==> config.mk <==
export PLATFORM = sky130hd
export DESIGN_NAME = spi_cmd_ctrl
export DESIGN_NICKNAME = d
export VERILOG_FILES = /design/src/rtl/spi_cmd_ctrl_pkg.sv /design/src/rtl/spi_cmd_ctrl_sync_edge.sv /design/src/rtl/spi_cmd_ctrl.sv
export SDC_FILE = /design/constraint.sdc
export NUM_CORES = 1
export LEC_CHECK = 0
export ABC_AREA = 0
export CORE_MARGIN = 3
export CORE_UTILIZATION = 40
export DETAILED_ROUTE_END_ITERATION = 12
export GPL_ROUTABILITY_DRIVEN = 0
export GPL_TIMING_DRIVEN = 0
export PLACE_DENSITY = 0.66
export RECOVER_POWER = 50
export SYNTH_ARGS = -nofsm -noshare
export SYNTH_HDL_FRONTEND = slang
export SYNTH_SLANG_ARGS = --single-unit
==> constraint.sdc <==
create_clock -name Clk -period 3.8 [get_ports Clk]
set_clock_uncertainty 0.05 [all_clocks]
set_input_delay 0.76 -clock Clk [delete_from_list [all_inputs] [get_ports Clk]]
set_output_delay 0.76 -clock Clk [all_outputs]
set_load 0.1 [all_outputs]
==> src/rtl/spi_cmd_ctrl_pkg.sv <==
// Shared definitions for the SPI command sequencer: command opcodes,
// sequencer state encoding, field widths and small address helpers.
package spi_cmd_pkg;

    localparam int FB_ADDR_W   = 14;
    localparam int CTRL_ADDR_W = 6;
    localparam int BURST_W     = 6;
    localparam int DATA_W      = 8;

    // Command byte bits [7:6]
    typedef enum logic [1:0] {
        OP_NOP      = 2'b00,
        OP_SET_ADDR = 2'b01,
        OP_CTRL_WR  = 2'b10,
        OP_BURST    = 2'b11
    } opcode_t;

    typedef enum logic [1:0] {
        S_IDLE    = 2'b00,
        S_ADDR_LO = 2'b01,
        S_CTRL    = 2'b10,
        S_DATA    = 2'b11
    } state_t;

    // Framebuffer address advance; wraps 0x3FFF -> 0x0000 by width.
    function automatic logic [FB_ADDR_W-1:0] fb_addr_inc(input logic [FB_ADDR_W-1:0] addr);
        return addr + {{(FB_ADDR_W-1){1'b0}}, 1'b1};
    endfunction

    function automatic opcode_t cmd_opcode(input logic [DATA_W-1:0] cmd);
        return opcode_t'(cmd[7:6]);
    endfunction

endpackage

==> src/rtl/spi_cmd_ctrl_sync_edge.sv <==
// sync_edge: multi-flop synchronizer for a level crossing into clk,
// followed by a rising-edge detector producing a one-cycle pulse.
// Reusable for any slow level-signalled crossing into the clk domain.
module sync_edge #(
    parameter int SYNC_STAGES = 2
) (
    input  logic clk,
    input  logic rst_n,
    input  logic async_in,
    output logic pulse
);

    // Fewer than two stages gives no metastability protection.
    localparam int STAGES = (SYNC_STAGES < 2) ? 2 : SYNC_STAGES;

    logic [STAGES-1:0] sync_reg;
    logic              last_reg;

    // Shift the asynchronous level through the synchronizer chain and
    // remember the previous synchronized value for edge detection.
    always_ff @(posedge clk) begin
        if (!rst_n) begin
            sync_reg <= '0;
            last_reg <= 1'b0;
        end else begin
            sync_reg <= {sync_reg[STAGES-2:0], async_in};
            last_reg <= sync_reg[STAGES-1];
        end
    end

    assign pulse = sync_reg[STAGES-1] & ~last_reg;

endmodule

==> src/rtl/spi_cmd_ctrl.sv <==
// spi_cmd_ctrl: turns completed SPI bytes into framebuffer writes and
// video control register writes using a byte-counted command protocol.
// Optional feature macro: SPI_CMD_TIMEOUT_EN -- abandons a partial
// command after TIMEOUT_CYCLES clocks without a new byte.
module spi_cmd_ctrl
    import spi_cmd_pkg::*;
#(
    parameter int SYNC_STAGES    = 2,
    parameter int TIMEOUT_CYCLES = 65535
) (
    input  logic                   Clk,
    input  logic                   ResetN,
    input  logic                   DataRecv,
    input  logic [DATA_W-1:0]      DataIn,
    output logic [FB_ADDR_W-1:0]   MemAddr,
    output logic [DATA_W-1:0]      MemData,
    output logic                   MemWe,
    input  logic                   MemReady,
    output logic [CTRL_ADDR_W-1:0] CtrlAddr,
    output logic [DATA_W-1:0]      CtrlData,
    output logic                   CtrlWe,
    output logic                   Busy,
    output logic                   Overrun
);

    logic                   byte_stb;
    logic [DATA_W-1:0]      rx_byte;

    state_t                 state_reg;
    logic [FB_ADDR_W-1:0]   addr_reg;
    logic [BURST_W-1:0]     count_reg;     // remaining data bytes minus one
    logic [CTRL_ADDR_W-1:0] ctrl_idx_reg;

    logic [FB_ADDR_W-1:0]   mem_addr_reg;
    logic [DATA_W-1:0]      mem_data_reg;
    logic                   mem_we_reg;
    logic [CTRL_ADDR_W-1:0] ctrl_addr_reg;
    logic [DATA_W-1:0]      ctrl_data_reg;
    logic                   ctrl_we_reg;
    logic                   overrun_reg;

    logic                   mem_accept;
    logic                   mem_stall;
    logic [FB_ADDR_W-1:0]   addr_next;

    sync_edge #(
        .SYNC_STAGES (SYNC_STAGES)
    ) u_recv_sync (
        .clk      (Clk),
        .rst_n    (ResetN),
        .async_in (DataRecv),
        .pulse    (byte_stb)
    );

    // DataIn is held stable for the whole DataRecv high level, so it is
    // safe to sample directly on the synchronized strobe.
    assign rx_byte = DataIn;

    // Acceptance retires the pending write before a same-cycle byte is
    // considered, so only a still-stalled write causes an overrun.
    assign mem_accept = mem_we_reg & MemReady;
    assign mem_stall  = mem_we_reg & ~MemReady;
    assign addr_next  = mem_accept ? fb_addr_inc(addr_reg) : addr_reg;

`ifdef SPI_CMD_TIMEOUT_EN
    localparam int TO_W = (TIMEOUT_CYCLES < 2) ? 1 : $clog2(TIMEOUT_CYCLES);
    localparam logic [TO_W-1:0] TO_LAST = TO_W'((TIMEOUT_CYCLES < 1) ? 0 : TIMEOUT_CYCLES - 1);
    logic [TO_W-1:0] idle_cnt_reg;
`else
    logic unused_timeout_cfg;
    assign unused_timeout_cfg = (TIMEOUT_CYCLES == 0);
`endif

    // Command sequencer: decodes bytes, tracks address/count and drives
    // the registered write strobes.
    always_ff @(posedge Clk) begin
        if (!ResetN) begin
            state_reg     <= S_IDLE;
            addr_reg      <= '0;
            count_reg     <= '0;
            ctrl_idx_reg  <= '0;
            mem_addr_reg  <= '0;
            mem_data_reg  <= '0;
            mem_we_reg    <= 1'b0;
            ctrl_addr_reg <= '0;
            ctrl_data_reg <= '0;
            ctrl_we_reg   <= 1'b0;
            overrun_reg   <= 1'b0;
`ifdef SPI_CMD_TIMEOUT_EN
            idle_cnt_reg  <= '0;
`endif
        end else begin
            ctrl_we_reg <= 1'b0;

            if (mem_accept) begin
                mem_we_reg <= 1'b0;
                addr_reg   <= addr_next;
            end

            if (byte_stb) begin
                case (state_reg)
                    S_IDLE: begin
                        case (cmd_opcode(rx_byte))
                            OP_NOP: begin
                                overrun_reg <= 1'b0;
                            end
                            OP_SET_ADDR: begin
                                addr_reg  <= {rx_byte[5:0], addr_next[7:0]};
                                state_reg <= S_ADDR_LO;
                            end
                            OP_CTRL_WR: begin
                                ctrl_idx_reg <= rx_byte[5:0];
                                state_reg    <= S_CTRL;
                            end
                            OP_BURST: begin
                                count_reg <= rx_byte[5:0];
                                state_reg <= S_DATA;
                            end
                            default: state_reg <= S_IDLE;
                        endcase
                    end
                    S_ADDR_LO: begin
                        addr_reg  <= {addr_next[13:8], rx_byte};
                        state_reg <= S_IDLE;
                    end
                    S_CTRL: begin
                        ctrl_addr_reg <= ctrl_idx_reg;
                        ctrl_data_reg <= rx_byte;
                        ctrl_we_reg   <= 1'b1;
                        state_reg     <= S_IDLE;
                    end
                    S_DATA: begin
                        if (mem_stall) begin
                            overrun_reg <= 1'b1;
                        end else begin
                            mem_addr_reg <= addr_next;
                            mem_data_reg <= rx_byte;
                            mem_we_reg   <= 1'b1;
                        end
                        if (count_reg == '0) begin
                            state_reg <= S_IDLE;
                        end else begin
                            count_reg <= count_reg - 1'b1;
                        end
                    end
                    default: state_reg <= S_IDLE;
                endcase
            end

`ifdef SPI_CMD_TIMEOUT_EN
            if (byte_stb || state_reg == S_IDLE) begin
                idle_cnt_reg <= '0;
            end else if (idle_cnt_reg == TO_LAST) begin
                state_reg    <= S_IDLE;
                count_reg    <= '0;
                idle_cnt_reg <= '0;
            end else begin
                idle_cnt_reg <= idle_cnt_reg + 1'b1;
            end
`endif
        end
    end

    assign MemAddr  = mem_addr_reg;
    assign MemData  = mem_data_reg;
    assign MemWe    = mem_we_reg;
    assign CtrlAddr = ctrl_addr_reg;
    assign CtrlData = ctrl_data_reg;
    assign CtrlWe   = ctrl_we_reg;
    assign Overrun  = overrun_reg;
    assign Busy     = (state_reg != S_IDLE) | mem_we_reg;

endmodule
==> qor.csv <==
stage,metric,value,unit
placement,dpl.cell_count,534,
sta,hold_slack,388,ps
sta,fin_setup_tns,0,ps
clock_tree,post_cts_buffers,0,
yosys,synth_ff_type,dfxtp_1,
yosys,ys_ff_latch,70,
routing,wirelength,8520,µm
yosys,synth-edff-count,0,
worst_setup_path,cp-start-kind,flip-flop,
sta,worst_pin_slew,978,ps
yosys,synthCells,382,
clock_tree,cts_root_buf,clkbuf_8,
clock_tree,cts.sinks,70,
clock_tree,post_cts_resized,0,
die,start_util,41.6,%
yosys,synth-compound-area-share,17.5,%
yosys,yosys-top-cells-area,"dfxtp_1 43%, nand2_1 7.2%, a21oi_1 5.9%",
yosys,syn_area_per_cell,8.46,µm²
yosys,synth_top_area_share,43.4,%
die,die_w,95.9,µm
sta,finalHoldViolCount,0,
grt,grt_pass1_vias,2841,
die,io_pins,52,
worst_setup_path,crit_chain,inv_1 -> ha_1 -> buf_2 -> nand2b_1 -> clkdlybuf4s50_1,
grt,gr-total-overflow,0,
yosys,syn_nets,402,
clock_tree,cts_buffer_depth,2,
yosys,synth-xor-area-share,2.71,%
outcome,status,completed,
worst_setup_path,critical_path.slowest_cell,clkdlybuf4s50_1,
worst_setup_path,critPathRequiredTime,2990,ps
clock_tree,h-tree-depth,3,
sta,timing.final.crit_share,86.4,%
die,die_area,9190,µm²
grt,grt_pass1_wl,13800,µm
cells_and_area,area_delta_synth_final,25.3,%
clock_tree,numCtsBuffers,9,
yosys,netlist_area,3230,µm²
power_and_ir_drop,powerDensity,356,nW/µm²
routing,drt_first_pass_iters,5,
power_and_ir_drop,leakagePower,1.39,nW
clock_tree,clk_latency,350,ps
die,row_count,32,
routing,post_drt_wl_per_cell,15.5,µm
grt,grt_use_total,19.7,%
worst_setup_path,cp_max_fo,10,
worst_setup_path,endpoint_kind,output port,
worst_setup_path,crit_arrival,2470,ps
routing,drt_iter0_drc,177,
yosys,synth_cell_type_count,55,
power_and_ir_drop,peakVddDrop,0.000143,V
placement,dp_hpwl,6080,µm
yosys,ys_seq_area_share,43.4,%
cells_and_area,stdcell_count,550,
sta,setup_violations,0,
placement,port_buffers,50,
clock_tree,path_clk_slew,70,ps
clock_tree,cts_hold_buffers,0,
sta,post-route-min-period,3280,ps
yosys,ys_warn_count,0,
hold_path,hold_class,reg2reg,
grt,antenna_found_initial,0,
yosys,synth_simple_gate_area_share,25.7,%
yosys,synth_top_family_by_area,simple AND/OR/NAND/NOR gates,
yosys,async_flop_share,0,%
clock_tree,tritoncts,yes,
yosys,synth_top_area_cell,dfxtp_1,
cells_and_area,nets,463,
routing,drtAntennaViolNets,0,
routing,vias,2982,
die,die_h,95.9,µm
cells_and_area,n_antenna_cell,0,
yosys,synthMuxAreaShare,2.79,%
sta,fmax,304,MHz
sta,max_slew_margin,34.6,%
routing,viasPerCell,5.42,
worst_setup_path,critPathKind,reg2out,
job,maxCapViolCount,0,
cells_and_area,drive_gt1_share,8.04,%
sta,drv_slew,0,
yosys,synthAdderAreaFrac,3.10,%
routing,drc_errors,0,
grt,grt_max_degree,14,
sta,rsz0062_at_grt,false,
worst_setup_path,slowest_delay,1140,ps
die,core,7770,µm²
cell families (layout without fill, tap and decap cells):
| family | after synthesis | after routing |
|---|---|---|
| muxes | 9 | 9 |
| adders and majority gates | 8 | 8 |
| AOI/OAI and AO/OA | 91 | 91 |
| DFF | 70 | 70 |
| and+or+nand+nor | 157 | 157 |
| xor gates and xnor gates | 10 | 10 |
| buffers and inverters | 37 | 103 |
Yosys cell counts (2+ instances only):
master,count
o41ai_1,4
nor2_1,27
a311o_1,3
a31o_2,2
nor3_1,8
mux2i_1,9
clkbuf_1,12
ha_1,8
a31oi_1,6
nand2_1,62
nand4_1,4
or3_1,5
nor4b_1,2
xnor2_1,7
nand2b_1,3
inv_1,12
and3_1,3
o21ai_0,19
a21oi_1,38
xor2_1,3
nand3_1,13
o211ai_1,2
buf_2,11
o31ai_1,2
dfxtp_1,70
nand3b_1,4
o311ai_0,4
nor4_1,4
and2_1,6
nor3_2,2
a211oi_1,3
cell type report:
type,instances,area (µm²)
fillers,779,3720
multi-input cells,275,1670
flip-flops and latches,70,1400
repair buffers,50,500
well taps,102,128
clock buffers,9,124
plain buffers,25,106
clock inverters,7,75.1
inverters,12,45.0
per-layer routing:
| layer | up-vias | part of all wire [%] | GRT usage, % |
|---|---|---|---|
| met4 | 0 | 1.9 | 9.12 |
| met1 | 1411 | 48 | 26.0 |
| met5 | - | 0 | 0 |
| li1 | 1473 | - | - |
| met3 | 15 | 5.8 | 4.07 |
| met2 | 83 | 44 | 30.9 |
worst max-delay path: cells and delay by family (launching register included):
kind | cells | cell delay [ps]
adder cells (fa/ha/maj) | 1 | 190
buffers and inverters | 3 | 1430
flip-flops | 1 | 390
AND/OR/NAND/NOR | 1 | 110
through the flow:
| step | utilization (%) | total power, mW | setup slack, ps | area [µm²] |
|---|---|---|---|---|
| after floorplan | - | 0.813 | 1110 | 3230 |
| after global placement | 49.7 | 0.851 | 919 | 3860 |
| after detailed placement | 49.7 | 0.852 | 889 | 3860 |
| after CTS | 52.2 | 1.45 | 501 | 4060 |
| after global routing | 52.1 | 1.49 | 414 | 4050 |
| final | 52.1 | 1.44 | 515 | 4050 |
cell usage in the layout (no fill, tap or decap), types with 4 or more instances in the layout:
master and instances:
o41ai_1 4, a21oi_1 38, a31oi_1 6, dfxtp_1 70, and2_1 4, xnor2_1 7, o21ai_0 19, nand3b_1 4
nor4_1 4, ha_1 8, clkbuf_1 17, nand4_1 4, clkbuf_8 9, mux2i_1 9, nand2_1 62, o311ai_0 4
nor2_1 27, buf_2 7, or3_1 5, inv_1 12, clkdlybuf4s50_1 48, clkinv_4 4, nand3_1 14, nor3_1 8
path summary, 6_finish.rpt:
path / start / to / slack [ps] / depth (start not counted)
setup / recovery: state_reg[0] / Busy / 520 / 5
hold / removal: u_recv_sync.sync_reg[0] / u_recv_sync.sync_reg[1] / 390 / 1
setup reg to reg: state_reg[0] / MemAddr[8] / 1710 / 6
hold reg to reg: u_recv_sync.sync_reg[0] / u_recv_sync.sync_reg[1] / 390 / 1
where the power goes:
| group | leakage (nW) | switching, mW | internal [mW] |
|---|---|---|---|
| logic | 0.722 | 0.0626 | 0.0295 |
| clock network | 0.103 | 0.300 | 0.305 |
| registers | 0.565 | 0.00478 | 0.738 |
No activity file was read; power rests on OpenSTA's default activity.
